===== src/rtl/adex_loader_pkg.sv =====
// rtl/adex_loader_pkg.sv - shared constants, state enum and nibble select for the AdEx parameter-load protocol
package adex_loader_pkg;

  localparam logic [3:0] FOOTER_NIB  = 4'hF;
  localparam int         NUM_PARAMS  = 8;
  localparam int         NUM_STROBES = 2 * NUM_PARAMS + 2;

  // Byte index within the 64-bit parameter word ([8*i+7:8*i])
  localparam int IDX_DELTAT = 7;
  localparam int IDX_TAUW   = 6;
  localparam int IDX_A      = 5;
  localparam int IDX_B      = 4;
  localparam int IDX_VRESET = 3;
  localparam int IDX_VT     = 2;
  localparam int IDX_IBIAS  = 1;
  localparam int IDX_C      = 0;

  typedef enum logic [2:0] {
    ST_IDLE    = 3'd0,
    ST_ARM     = 3'd1,
    ST_STRB_HI = 3'd2,
    ST_STRB_LO = 3'd3,
    ST_HOLD    = 3'd4,
    ST_RELEASE = 3'd5
  } tx_state_t;

  // Strobe 0 is the start strobe, 1..16 carry the snapshot MSB-first, the last is the footer
  function automatic logic [3:0] strobe_nibble(input logic [63:0] snap, input logic [4:0] k);
    logic [63:0] shifted;
    logic [5:0]  sh_amt;
    logic [3:0]  nib;
    nib     = 4'h0;
    sh_amt  = {k[3:0] - 4'd1, 2'b00};
    shifted = snap << sh_amt;
    if (k == 5'(NUM_STROBES - 1))
      nib = FOOTER_NIB;
    else if (k != 5'd0)
      nib = shifted[63:60];
    return nib;
  endfunction

endpackage


===== src/rtl/adex_param_loader_tx_if.sv =====
// rtl/adex_param_loader_tx_if.sv - receiver-facing load bus (load_mode, load_enable, nibble)
interface adex_param_loader_tx_if;
  logic       load_mode;
  logic       load_enable;
  logic [3:0] nibble;

  modport master (output load_mode, output load_enable, output nibble);
  modport slave  (input  load_mode, input  load_enable, input  nibble);
endinterface


===== src/rtl/adex_param_loader_tx_strobe_gen.sv =====
// rtl/adex_param_loader_tx_strobe_gen.sv - phase counter timing the high/low halves of each strobe
module adex_strobe_gen #(
  parameter int STROBE_HIGH = 2,
  parameter int STROBE_LOW  = 2
) (
  input  logic clk,
  input  logic reset,
  input  logic run,
  input  logic hi,
  output logic phase_done
);

  localparam int MAX_LEN = (STROBE_HIGH > STROBE_LOW) ? STROBE_HIGH : STROBE_LOW;
  localparam int CW      = (MAX_LEN < 2) ? 1 : $clog2(MAX_LEN);

  logic [CW-1:0] cnt;
  logic [CW-1:0] last;

  assign last       = hi ? CW'(STROBE_HIGH - 1) : CW'(STROBE_LOW - 1);
  assign phase_done = run && (cnt == last);

  // Counter restarts at every phase boundary and rests at zero while idle
  always_ff @(posedge clk) begin
    if (reset || !run || phase_done)
      cnt <= '0;
    else
      cnt <= cnt + 1'b1;
  end

endmodule


===== src/rtl/adex_param_loader_tx.sv =====
// rtl/adex_param_loader_tx.sv - nibble-serial AdEx parameter-load transmitter
// Optional ADEX_TX_AUTO_RELEASE_EN: HOLD exits by itself after AUTO_RELEASE_CYCLES.
module adex_param_loader_tx
  import adex_loader_pkg::*;
#(
  parameter int STROBE_HIGH         = 2,
  parameter int STROBE_LOW          = 2,
  parameter int AUTO_RELEASE_CYCLES = 4
) (
  input  logic                          clk,
  input  logic                          reset,
  input  logic                          start,
  input  logic [63:0]                   params,
  input  logic                          release_req,
  input  logic                          abort,
  adex_param_loader_tx_if.master        bus,
  output logic                          busy,
  output logic                          holding,
  output logic                          done
);

  localparam logic [4:0] LAST_K = 5'(NUM_STROBES - 1);

  if (STROBE_HIGH < 1 || STROBE_LOW < 1 || STROBE_HIGH + STROBE_LOW < 3) begin : g_bad_timing
    $error("adex_param_loader_tx: strobe timing too short for the receiver latch");
  end
  if (AUTO_RELEASE_CYCLES < 1) begin : g_bad_auto
    $error("adex_param_loader_tx: AUTO_RELEASE_CYCLES must be >= 1");
  end

  tx_state_t   state_q, state_d;
  logic [4:0]  k_q, k_d;
  logic [63:0] snap_q, snap_d;
  logic [3:0]  nib_q, nib_d;
  logic        load_mode_q, load_enable_q;
  logic        phase_done;

  adex_strobe_gen #(
    .STROBE_HIGH (STROBE_HIGH),
    .STROBE_LOW  (STROBE_LOW)
  ) u_strobe_gen (
    .clk        (clk),
    .reset      (reset),
    .run        (state_q == ST_ARM || state_q == ST_STRB_HI || state_q == ST_STRB_LO),
    .hi         (state_q == ST_STRB_HI),
    .phase_done (phase_done)
  );

`ifdef ADEX_TX_AUTO_RELEASE_EN
  logic [15:0] hold_cnt;
  always_ff @(posedge clk) begin
    if (reset || state_q != ST_HOLD)
      hold_cnt <= '0;
    else
      hold_cnt <= hold_cnt + 16'd1;
  end
`endif

  always_comb begin
    state_d = state_q;
    k_d     = k_q;
    snap_d  = snap_q;
    nib_d   = nib_q;
    case (state_q)
      ST_IDLE: begin
        if (start) begin
          state_d = ST_ARM;
          k_d     = 5'd0;
          snap_d  = params;
          nib_d   = 4'h0;
        end
      end
      ST_ARM: begin
        if (phase_done) state_d = ST_STRB_HI;
      end
      ST_STRB_HI: begin
        // Next strobe's nibble is set up here so it is stable long before its rising edge
        if (phase_done) begin
          state_d = ST_STRB_LO;
          if (k_q != LAST_K) nib_d = strobe_nibble(snap_q, k_q + 5'd1);
        end
      end
      ST_STRB_LO: begin
        if (phase_done) begin
          if (k_q == LAST_K) begin
            state_d = ST_HOLD;
          end else begin
            state_d = ST_STRB_HI;
            k_d     = k_q + 5'd1;
          end
        end
      end
      ST_HOLD: begin
        if (release_req) state_d = ST_RELEASE;
`ifdef ADEX_TX_AUTO_RELEASE_EN
        else if (hold_cnt == 16'(AUTO_RELEASE_CYCLES - 1)) state_d = ST_RELEASE;
`endif
      end
      ST_RELEASE: state_d = ST_IDLE;
      default:    state_d = ST_IDLE;
    endcase
    if (abort && state_q != ST_IDLE) state_d = ST_IDLE;
    if (state_d == ST_IDLE) nib_d = 4'h0;
  end

  // Outputs are registered from the next state so they line up with the state they describe
  always_ff @(posedge clk) begin
    if (reset) begin
      state_q       <= ST_IDLE;
      k_q           <= '0;
      snap_q        <= '0;
      nib_q         <= '0;
      load_mode_q   <= 1'b0;
      load_enable_q <= 1'b0;
      busy          <= 1'b0;
      holding       <= 1'b0;
      done          <= 1'b0;
    end else begin
      state_q       <= state_d;
      k_q           <= k_d;
      snap_q        <= snap_d;
      nib_q         <= nib_d;
      load_mode_q   <= (state_d == ST_ARM) || (state_d == ST_STRB_HI) ||
                       (state_d == ST_STRB_LO) || (state_d == ST_HOLD);
      load_enable_q <= (state_d == ST_STRB_HI);
      busy          <= (state_d != ST_IDLE);
      holding       <= (state_d == ST_HOLD);
      done          <= (state_d == ST_HOLD) && (state_q != ST_HOLD);
    end
  end

  assign bus.load_mode   = load_mode_q;
  assign bus.load_enable = load_enable_q;
  assign bus.nibble      = nib_q;

endmodule


===== src/flat_wrapper.sv =====
// flat-port wrapper written by rule: the top's interface ports become plain ports
module adex_param_loader_tx_flat import adex_loader_pkg::*;
#(
  parameter int STROBE_HIGH         = 2,
  parameter int STROBE_LOW          = 2,
  parameter int AUTO_RELEASE_CYCLES = 4
)
  (clk, reset, start, params, release_req, abort, busy, holding, done, bus_load_mode, bus_load_enable, bus_nibble);
  adex_param_loader_tx_if bus_i ();
  input  logic clk;
  input  logic reset;
  input  logic start;
  input  logic [63:0] params;
  input  logic release_req;
  input  logic abort;
  output logic busy;
  output logic holding;
  output logic done;
  output wire logic [$bits(bus_i.load_mode)-1:0] bus_load_mode;
  output wire logic [$bits(bus_i.load_enable)-1:0] bus_load_enable;
  output wire logic [$bits(bus_i.nibble)-1:0] bus_nibble;
  assign bus_load_mode = bus_i.load_mode;
  assign bus_load_enable = bus_i.load_enable;
  assign bus_nibble = bus_i.nibble;
  adex_param_loader_tx #(.STROBE_HIGH(STROBE_HIGH), .STROBE_LOW(STROBE_LOW), .AUTO_RELEASE_CYCLES(AUTO_RELEASE_CYCLES)) u_core (.clk(clk), .reset(reset), .start(start), .params(params), .release_req(release_req), .abort(abort), .bus(bus_i), .busy(busy), .holding(holding), .done(done));
endmodule

===== config.mk =====
export PLATFORM = sky130hd
export DESIGN_NAME = adex_param_loader_tx_flat
export DESIGN_NICKNAME = d
export VERILOG_FILES = /design/src/rtl/adex_loader_pkg.sv /design/src/rtl/adex_param_loader_tx_if.sv /design/src/rtl/adex_param_loader_tx_strobe_gen.sv /design/src/rtl/adex_param_loader_tx.sv /design/src/flat_wrapper.sv
export SDC_FILE = /design/constraint.sdc
export NUM_CORES = 1
export LEC_CHECK = 0
export ABC_CLOCK_PERIOD_IN_PS = 2400
export BUFFER_PORTS_ARGS = -buffer_cell sky130_fd_sc_hd__buf_2
export CORE_UTILIZATION = 45
export DETAILED_ROUTE_END_ITERATION = 6
export GPL_ROUTABILITY_DRIVEN = 1
export PLACE_DENSITY = 0.81
export SLEW_MARGIN = 20
export SYNTH_ARGS = -nofsm -noshare
export SYNTH_HDL_FRONTEND = slang
export SYNTH_SLANG_ARGS = --single-unit

===== constraint.sdc =====
create_clock -name clk -period 2.4 [get_ports clk]
set_input_delay 0.36 -clock clk [delete_from_list [all_inputs] [get_ports clk]]
set_output_delay 0.36 -clock clk [all_outputs]
set_load 0.005 [all_outputs]

==> qor.csv, run 1 <==
stage;metric;value;unit
floorplanning;Rows;32;
worst_setup_path;r2r setup slk;0.13;ns
sta;final hold violations;0;
placed_design;Placed Cells;595;
drt;detailed-route wire length;8140;µm
power;Total Power;0.00282;W
sta;worst slew pin tran;0.741;ns
logic_synthesis;syn avg cell area;8.45;µm²
drt;via/cell ratio;5.33;
logic_synthesis;Synth area leader;dfxtp_1;
worst_setup_path;Top delay family on crit path;simple AND/OR/NAND/NOR gates;
sta;clock skew;0.00796;ns
sta;fin crit share;94.6;%
placed_design;buffers added on ports;77;
logic_synthesis;Synth top area share;44.9;%
worst_setup_path;Crit Path Class;register to register;
outcome;status;finished clean;
clock_tree;CTS Sinks;82;
drt;DR DRC count;0;
worst_setup_path;worst r2r src;u_core.k_q[0];
worst_setup_path;CP max stage delay;0.38;ns
worst_setup_path;R2R depth;8;
hold_path;HP Class;input port to register;
placed_design;post-DP HPWL;5710;µm
clock_tree;Max Root-Sink Buffers;2;
sta;Max Freq;440;MHz
floorplanning;Horiz. Die Dim;92.2;µm
global_route;initial antenna violation count;0;
drt;Antenna Nets Post-Route;0;
logic_synthesis;Post-Syn Area;3660;µm²
logic_synthesis;adder-cell share of the synthesized area;1.37;%
cells_and_area;nets@finish;577;
drt;via count;3241;
global_route;vias in the first global route;2977;
worst_setup_path;worst r2r dst;u_core.bus.nibble[0];
logic_synthesis;Post-synth top cells;nand2_1, dfxtp_1, a21oi_1;
logic_synthesis;Post-Syn Nets;506;
logic_synthesis;Async S/R FF share, synth;0;%
cells_and_area;Layout Cells excl Fill;608;
worst_setup_path;Buffers & Inverters on Critical Path;1;
drt;drt first pass iters;4;
cells_and_area;ant diodes;0;
cells_and_area;Layout area overhead;20.0;%
global_route;grt total ovfl;0;
logic_synthesis;Synth area leaders;dfxtp_1, nand2_1, mux4_2, a21oi_1, mux2_1;
worst_setup_path;cell depth of the worst setup path;8;
clock_tree;CTS H-Tree Depth;3;
clock_tree;CTS tree;done;
sta;Slew HR;50.6;%
run;# Max-Cap Violations;0;
clock_tree;CTS buffer count;9;
worst_setup_path;slowest CP cell;mux2_2;
worst_setup_path;critical path startpoint;u_core.k_q[0];
floorplanning;Placeable Area;7810;µm²
logic_synthesis;Ys Warns;0;
logic_synthesis;largest family of logic cells by synthesized area;simple AND/OR/NAND/NOR gates;
cells_and_area;layout cells sized above 1;25.9;%
worst_setup_path;worst-path cell chain;inv_1, ha_4, or3_1, o31ai_2, a211oi_1, nor2_4, mux2_2, a311oi_2;
logic_synthesis;Post-Synth XOR/XNOR Area;0.957;%
logic_synthesis;Post-Syn Instances;433;
logic_synthesis;post-synthesis simple-gate area fraction;21.4;%
global_route;largest net degree at the start of global routing;74;
floorplanning;Die Y-Extent;92.2;µm
clock_tree;Worst-path clk slew;0.07;ns
worst_setup_path;crit-path max FO;8;
logic_synthesis;multiplexer share of the synthesized area;12.9;%
logic_synthesis;synth unique cells;35;
sta;final slew viol count;0;
power;Pleak;1.71;nW
placed_design;GPL Wtd Cong;0.859;
global_route;All-Layer GR Usage;20.4;%
cells_and_area;Fillers;705;
clock_tree;Hold-fix buffers, CTS;0;
drt;drt initial violations;212;
sta;Final setup viols;0;
logic_synthesis;number of flops mapped to enable cells by yosys;0;
worst_setup_path;Arrival @ worst endpoint;2.53;ns
floorplanning;Starting Density;46.9;%
clock_tree;clock latency on the worst-skew pair;0.36;ns
worst_setup_path;critical path required time;2.66;ns
worst_setup_path;end of the critical path;u_core.bus.nibble[0];
power;pwr/cell area;643;nW/µm²
logic_synthesis;Main synth FF type;dfxtp_1;
global_route;first-pass GRT wire length;13600;µm
sta;Final Hold Slack;0.229;ns
worst_setup_path;Critical Path Start Type;register;
logic_synthesis;Seq/Total Area, Yosys;44.9;%
clock_tree;root buf cell;clkbuf_8;
drt;Routed wire per std cell;13.4;µm
logic_synthesis;Compound-Gate Fraction of Synth Area;13.9;%
floorplanning;DIE AREA;8500;µm²
logic_synthesis;Yosys reg bits;82;
sta;unrepaired setup endpoints after global routing;false;
floorplanning;Ports;78;
power;Max VDD drop;0.341;mV
worst_setup_path;Worst setup EP type;register;
logic_synthesis;top-count cell post-synth;nand2_1;
sta;min cycle time layout;2.27;ns
## per-layer routing
layer	vias to the layer above	track usage [%]	wire (µm)
met5	-	0	0
met4	0	8.59	170
met3	17	4.73	467
met2	109	33.5	3980
met1	1507	25.8	3520
li1	1608	-	-
## worst min path at each step
| stage | startpoint | endpoint | cells past startpoint |
|---|---|---|---|
| finish | reset | u_core.busy | 2 |
| global route | reset | u_core.busy | 2 |
| detailed placement | u_core.snap_q[57] | u_core.snap_q[57] | 2 |
| global placement | u_core.snap_q[55] | u_core.snap_q[55] | 2 |
| floorplan | u_core.snap_q[0] | u_core.snap_q[0] | 2 |
| CTS | params[29] | u_core.snap_q[29] | 3 |
## sequential cells by signal, indices dropped and copies added (netlist names)
name,count
u_core.bus.load_enable,1
u_core.bus.load_mode,1
u_core.bus.nibble,4
u_core.busy,1
u_core.done,1
u_core.holding,1
u_core.k_q,5
u_core.snap_q,64
u_core.state_q,3
u_core.u_strobe_gen.cnt,1
## report_power, final
group	leakage, nW	switching (W)	internal (W)
sequential	0.672	0.0000426	0.00144
clock	0.0943	0.000460	0.000569
combinational	0.941	0.000173	0.000138
total	1.71	0.000676	0.00215
## layout make-up
cell class	instances	area (µm²)	area share (%)
clock buffer	10	128	2.91
sequential	82	1640	37.4
multi-input combinational	315	1890	43.0
tap	102	128	2.91
clock inverter	3	67.6	1.54
timing repair buffer	90	499	11.4
inverter	6	36.3	0.826
## timing repair
item | in CTS | in global routing
setup buffers | 0 | 0
pin swaps | 1 | 1
resized for setup | 2 | 8
endpoints found under the setup margin | 4 | 4
## metrics by stage
stage	utilization (%)	setup slack (ns)	cell area [µm²]	setup TNS (ns)
after detailed placement	53.2	-0.101	4150	-0.236
after floorplan	-	0.0310	3660	0
final	56.2	0.129	4390	0
after CTS	55.8	0.0109	4360	0
after global placement	53.2	0.0564	4150	0
after global routing	56.2	0.0233	4390	0
## placed cells by master (no fill, tap or decap), types with 5 or more instances in the layout
cell type / count
inv_1: 5
buf_4: 11
nor3_1: 8
nand2_1: 154
clkbuf_8: 9
nor2_1: 12
mux2_1: 7
a21oi_1: 71
a21boi_0: 5
mux4_2: 16
dfxtp_1: 81
buf_2: 77
## worst register-to-register path, cell delays in order, from the launching register on
cell and delay [ns]:
dfxtp_2 0.35, inv_1 0.08, ha_4 0.28, or3_1 0.36, o31ai_2 0.08, a211oi_1 0.12
nor2_4 0.25, mux2_2 0.38, a311oi_2 0.27
## kinds of logic (layout without fill, tap and decap cells)
kind of cell / Yosys count / count (layout)
simple gates: 190 / 190
compound gates: 91 / 91
flops: 82 / 82
buf+inv: 36 / 109
mux: 26 / 26
fa+ha+maj: 4 / 4
xor+xnor: 4 / 4
No activity file was read; power rests on OpenSTA's default activity.
==> inputs of run 2 (changes only) <==
--- a/config.mk
+++ b/config.mk
@@ -5,9 +5,11 @@
 export SDC_FILE = /design/constraint.sdc
 export NUM_CORES = 1
 export LEC_CHECK = 0
+export ABC_AREA = 1
 export ABC_CLOCK_PERIOD_IN_PS = 2400
 export BUFFER_PORTS_ARGS = -buffer_cell sky130_fd_sc_hd__buf_2
 export CORE_UTILIZATION = 45
+export CTS_CLUSTER_SIZE = 20
 export DETAILED_ROUTE_END_ITERATION = 6
 export GPL_ROUTABILITY_DRIVEN = 1
 export PLACE_DENSITY = 0.81
==> run 2 against run 1 <==
Compared with the run above:
- the run now ends with DRC left
- critical path depth increased by 4
- clock power increased by 18%
- combinational power increased by 68%
- routed wire length increased by 18%
- sequential power about the same
- largest cell class unchanged
- highest routed layer unchanged
==> qor.csv, run 2 <==
stage;metric;value;unit;change
drt;DR DRC count;1;;+1
outcome;status;complete, but fails checks;;
cells_and_area;FF/Latch Area;1640;µm²;about the same
logic_synthesis;Synth area leaders;dfxtp_1, nand2_1, a21oi_1, o21ai_0, inv_1;;
sta;Final setup viols;0;;unchanged
cells_and_area;max reg flops;64;;unchanged
drt;detailed-route wire length;9560;µm;+18%
drt;via/cell ratio;5.09;;-4.5%
clock_tree;CTS Sinks;82;;unchanged
cells_and_area;fin util;55.0;%;-1.3 points
logic_synthesis;Post-synth top cells;nand2_1, dfxtp_1, a21oi_1;;
drt;drt initial violations;242;;+14%
logic_synthesis;Async S/R FF share, synth;0;%;unchanged
logic_synthesis;Synth top area share;43.6;%;-1.3 points
sta;worst slew pin tran;0.406;ns;-0.336 ns
cells_and_area;Layout area overhead;19.3;%;
clock_tree;root buf cell;clkbuf_8;;
sta;min cycle time layout;2.13;ns;-0.138 ns
outcome;failing checks;DRC;;
worst_setup_path;crit-path max FO;8;;unchanged
clock_tree;Worst-path clk slew;0.08;ns;about the same
cells_and_area;most flop-heavy register;u_core.snap_q;;
power;Pleak;2.15;nW;+26%
drt;Routed wire per std cell;12.9;µm;-3.6%
clock_tree;Max Root-Sink Buffers;2;;unchanged
cells_and_area;layout cells sized above 1;17.1;%;-8.8 points
clock_tree;CTS buffer count;9;;unchanged
cells_and_area;ant diodes;0;;unchanged
sta;final setup TNS;0;ns;unchanged
global_route;initial antenna violation count;0;;unchanged
logic_synthesis;number of flops mapped to enable cells by yosys;0;;unchanged
sta;final slew viol count;0;;unchanged
placed_design;buffers added on ports;77;;unchanged
run;# Max-Cap Violations;0;;unchanged
sta;final hold violations;0;;unchanged
logic_synthesis;Post-Syn Nets;634;;+25%
floorplanning;Starting Density;46.1;%;-0.81 points
floorplanning;Die Y-Extent;93.5;µm;+1.4%
logic_synthesis;top-count cell post-synth;nand2_1;;
cells_and_area;most frequent cells in the layout;nand2_1, dfxtp_1, buf_2, a21oi_1, inv_1;;
global_route;grt total ovfl;0;;unchanged
floorplanning;Rows;33;;+3.1%
power;Total Power;0.00326;W;+15%
worst_setup_path;Arrival @ worst endpoint;2.42;ns;-0.11 ns
worst_setup_path;Worst setup EP type;register;;
clock_tree;CTS H-Tree Depth;3;;unchanged
cells_and_area;nets@finish;704;;+22%
logic_synthesis;Ys Warns;0;;unchanged
floorplanning;Placeable Area;8180;µm²;+4.7%
floorplanning;Ports;78;;unchanged
worst_setup_path;Crit Path Class;register to register;;
worst_setup_path;Critical Path Start Type;register;;
global_route;first-pass GRT wire length;15700;µm;+15%
placed_design;placed cell areas;4240;µm²;+2.1%
power;Max VDD drop;0.348;mV;+2.3%
logic_synthesis;Post-Syn Area;3770;µm²;+2.9%
clock_tree;clock latency on the worst-skew pair;0.35;ns;about the same
cells_and_area;Multi-input gate area;1730;µm²;-8.5%
clock_tree;Hold-fix buffers, CTS;0;;unchanged
floorplanning;Horiz. Die Dim;93.5;µm;+1.4%
sta;clock skew;0.00599;ns;-0.00197 ns
clock_tree;CTS tree;done;;
sta;Slew HR;72.9;%;+22 points
power;pwr/cell area;725;nW/µm²;+13%
drt;via count;3772;;+16%
logic_synthesis;syn avg cell area;6.71;µm²;-21%
sta;unrepaired setup endpoints after global routing;false;;
sta;Max Freq;469;MHz;+6.5%
global_route;largest net degree at the start of global routing;70;;-5.4%
placed_design;post-DP HPWL;6890;µm;+21%
logic_synthesis;Main synth FF type;dfxtp_1;;
global_route;All-Layer GR Usage;23.2;%;+2.8 points
logic_synthesis;synth unique cells;28;;-20%
drt;Antenna Nets Post-Route;0;;unchanged
logic_synthesis;Yosys reg bits;82;;unchanged
floorplanning;DIE AREA;8740;µm²;+2.8%
drt;drt first pass iters;7;;+3
logic_synthesis;Seq/Total Area, Yosys;43.6;%;-1.3 points
worst_setup_path;critical path required time;2.69;ns;+0.03 ns
logic_synthesis;Synth area leader;dfxtp_1;;
cells_and_area;Fillers;778;;+10%
cells_and_area;most common cell after layout, fill and taps aside;nand2_1;;
sta;fin crit share;88.9;%;-5.8 points
placed_design;GPL Wtd Cong;0.974;;+13%
hold_path;HP Class;input port to register;;
cells_and_area;final non-filler cell area;4490;µm²;+2.4%
logic_synthesis;Post-Syn Instances;561;;+30%
global_route;vias in the first global route;3498;;+18%
## run 2: cell count changes after synthesis, sizes merged, moves of 6 or more
cell	before	now
mux4	16	0
nor3	9	3
nand2	154	165
inv	5	71
mux2	8	0
o21ai	3	56
nor2	13	33
nand3	0	29
## run 2: stage by stage
stage	instances	setup slack (ns)	hold WS, ns
after global placement	725	0.366	0.440
final	741	0.267	0.241
after floorplan	561	0.267	0.425
after global routing	741	0.00825	0.245
after CTS	741	0.241	0.238
after detailed placement	725	0.257	0.445
## run 2: routing by layer
layer  GRT usage [%]  vias to the layer above  routed length [µm]
li1                -                     1928                   -
met1            30.2                     1685                4360
met2            36.7                      137                4350
met3            4.72                       22                 618
met4            11.3                        0                 240
met5               0                        -                   0
## run 2: where the power goes
group / total [W] / internal (W) / leakage, nW / switching, W
Combinational: 0.000523 / 0.000194 / 1.34 / 0.000329
Clock: 0.00122 / 0.000723 / 0.127 / 0.000498
Sequential: 0.00151 / 0.00147 / 0.676 / 0.0000445
Total: 0.00326 / 0.00239 / 2.15 / 0.000872
## run 2: cell type report
type / count / area share (%)
Sequential cell: 82 / 36.5
Tap cell: 105 / 2.92
Inverter: 72 / 6.01
Clock buffer: 10 / 3.06
Multi-Input combinational cell: 379 / 38.4
Timing Repair Buffer: 87 / 10.5
Clock inverter: 6 / 2.51
## run 2: worst paths after layout
| kind | slack [ns] | start | endpoint | depth (start not counted) |
|---|---|---|---|---|
| setup / recovery | 0.27 | u_core.k_q[1] | u_core.bus.nibble[3] | 12 |
| hold / removal | 0.24 | params[37] | u_core.snap_q[37] | 3 |
| setup reg to reg | 0.27 | u_core.k_q[1] | u_core.bus.nibble[3] | 12 |
| hold reg to reg | 0.45 | u_core.snap_q[19] | u_core.snap_q[19] | 2 |
## run 2: timing repair
action                                  4_1_cts  5_1_grt
gates resized for setup                       0        2
buffers inserted                              0        0
endpoints found under the setup margin        0        2
hold endpoints to repair                      0        0
## run 2: kinds of logic after synthesis
logic type / share of synthesized area (%)
compound gates: 18.8
xor+xnor: 0.233
fa+ha+maj: 1.33
buf+inv: 10.7
flops: 43.6
simple gates: 25.3
## run 2: critical path, cell delays in order (launching register included)
cell	delay, ns
dfxtp_1	0.42
inv_1	0.10
ha_1	0.45
nand2_1	0.19
inv_1	0.21
nor2_4	0.08
nand2_1	0.09
nand3_1	0.09
nand3_1	0.12
nand3_1	0.07
nand2_1	0.06
nand2_1	0.05
a21oi_1	0.13
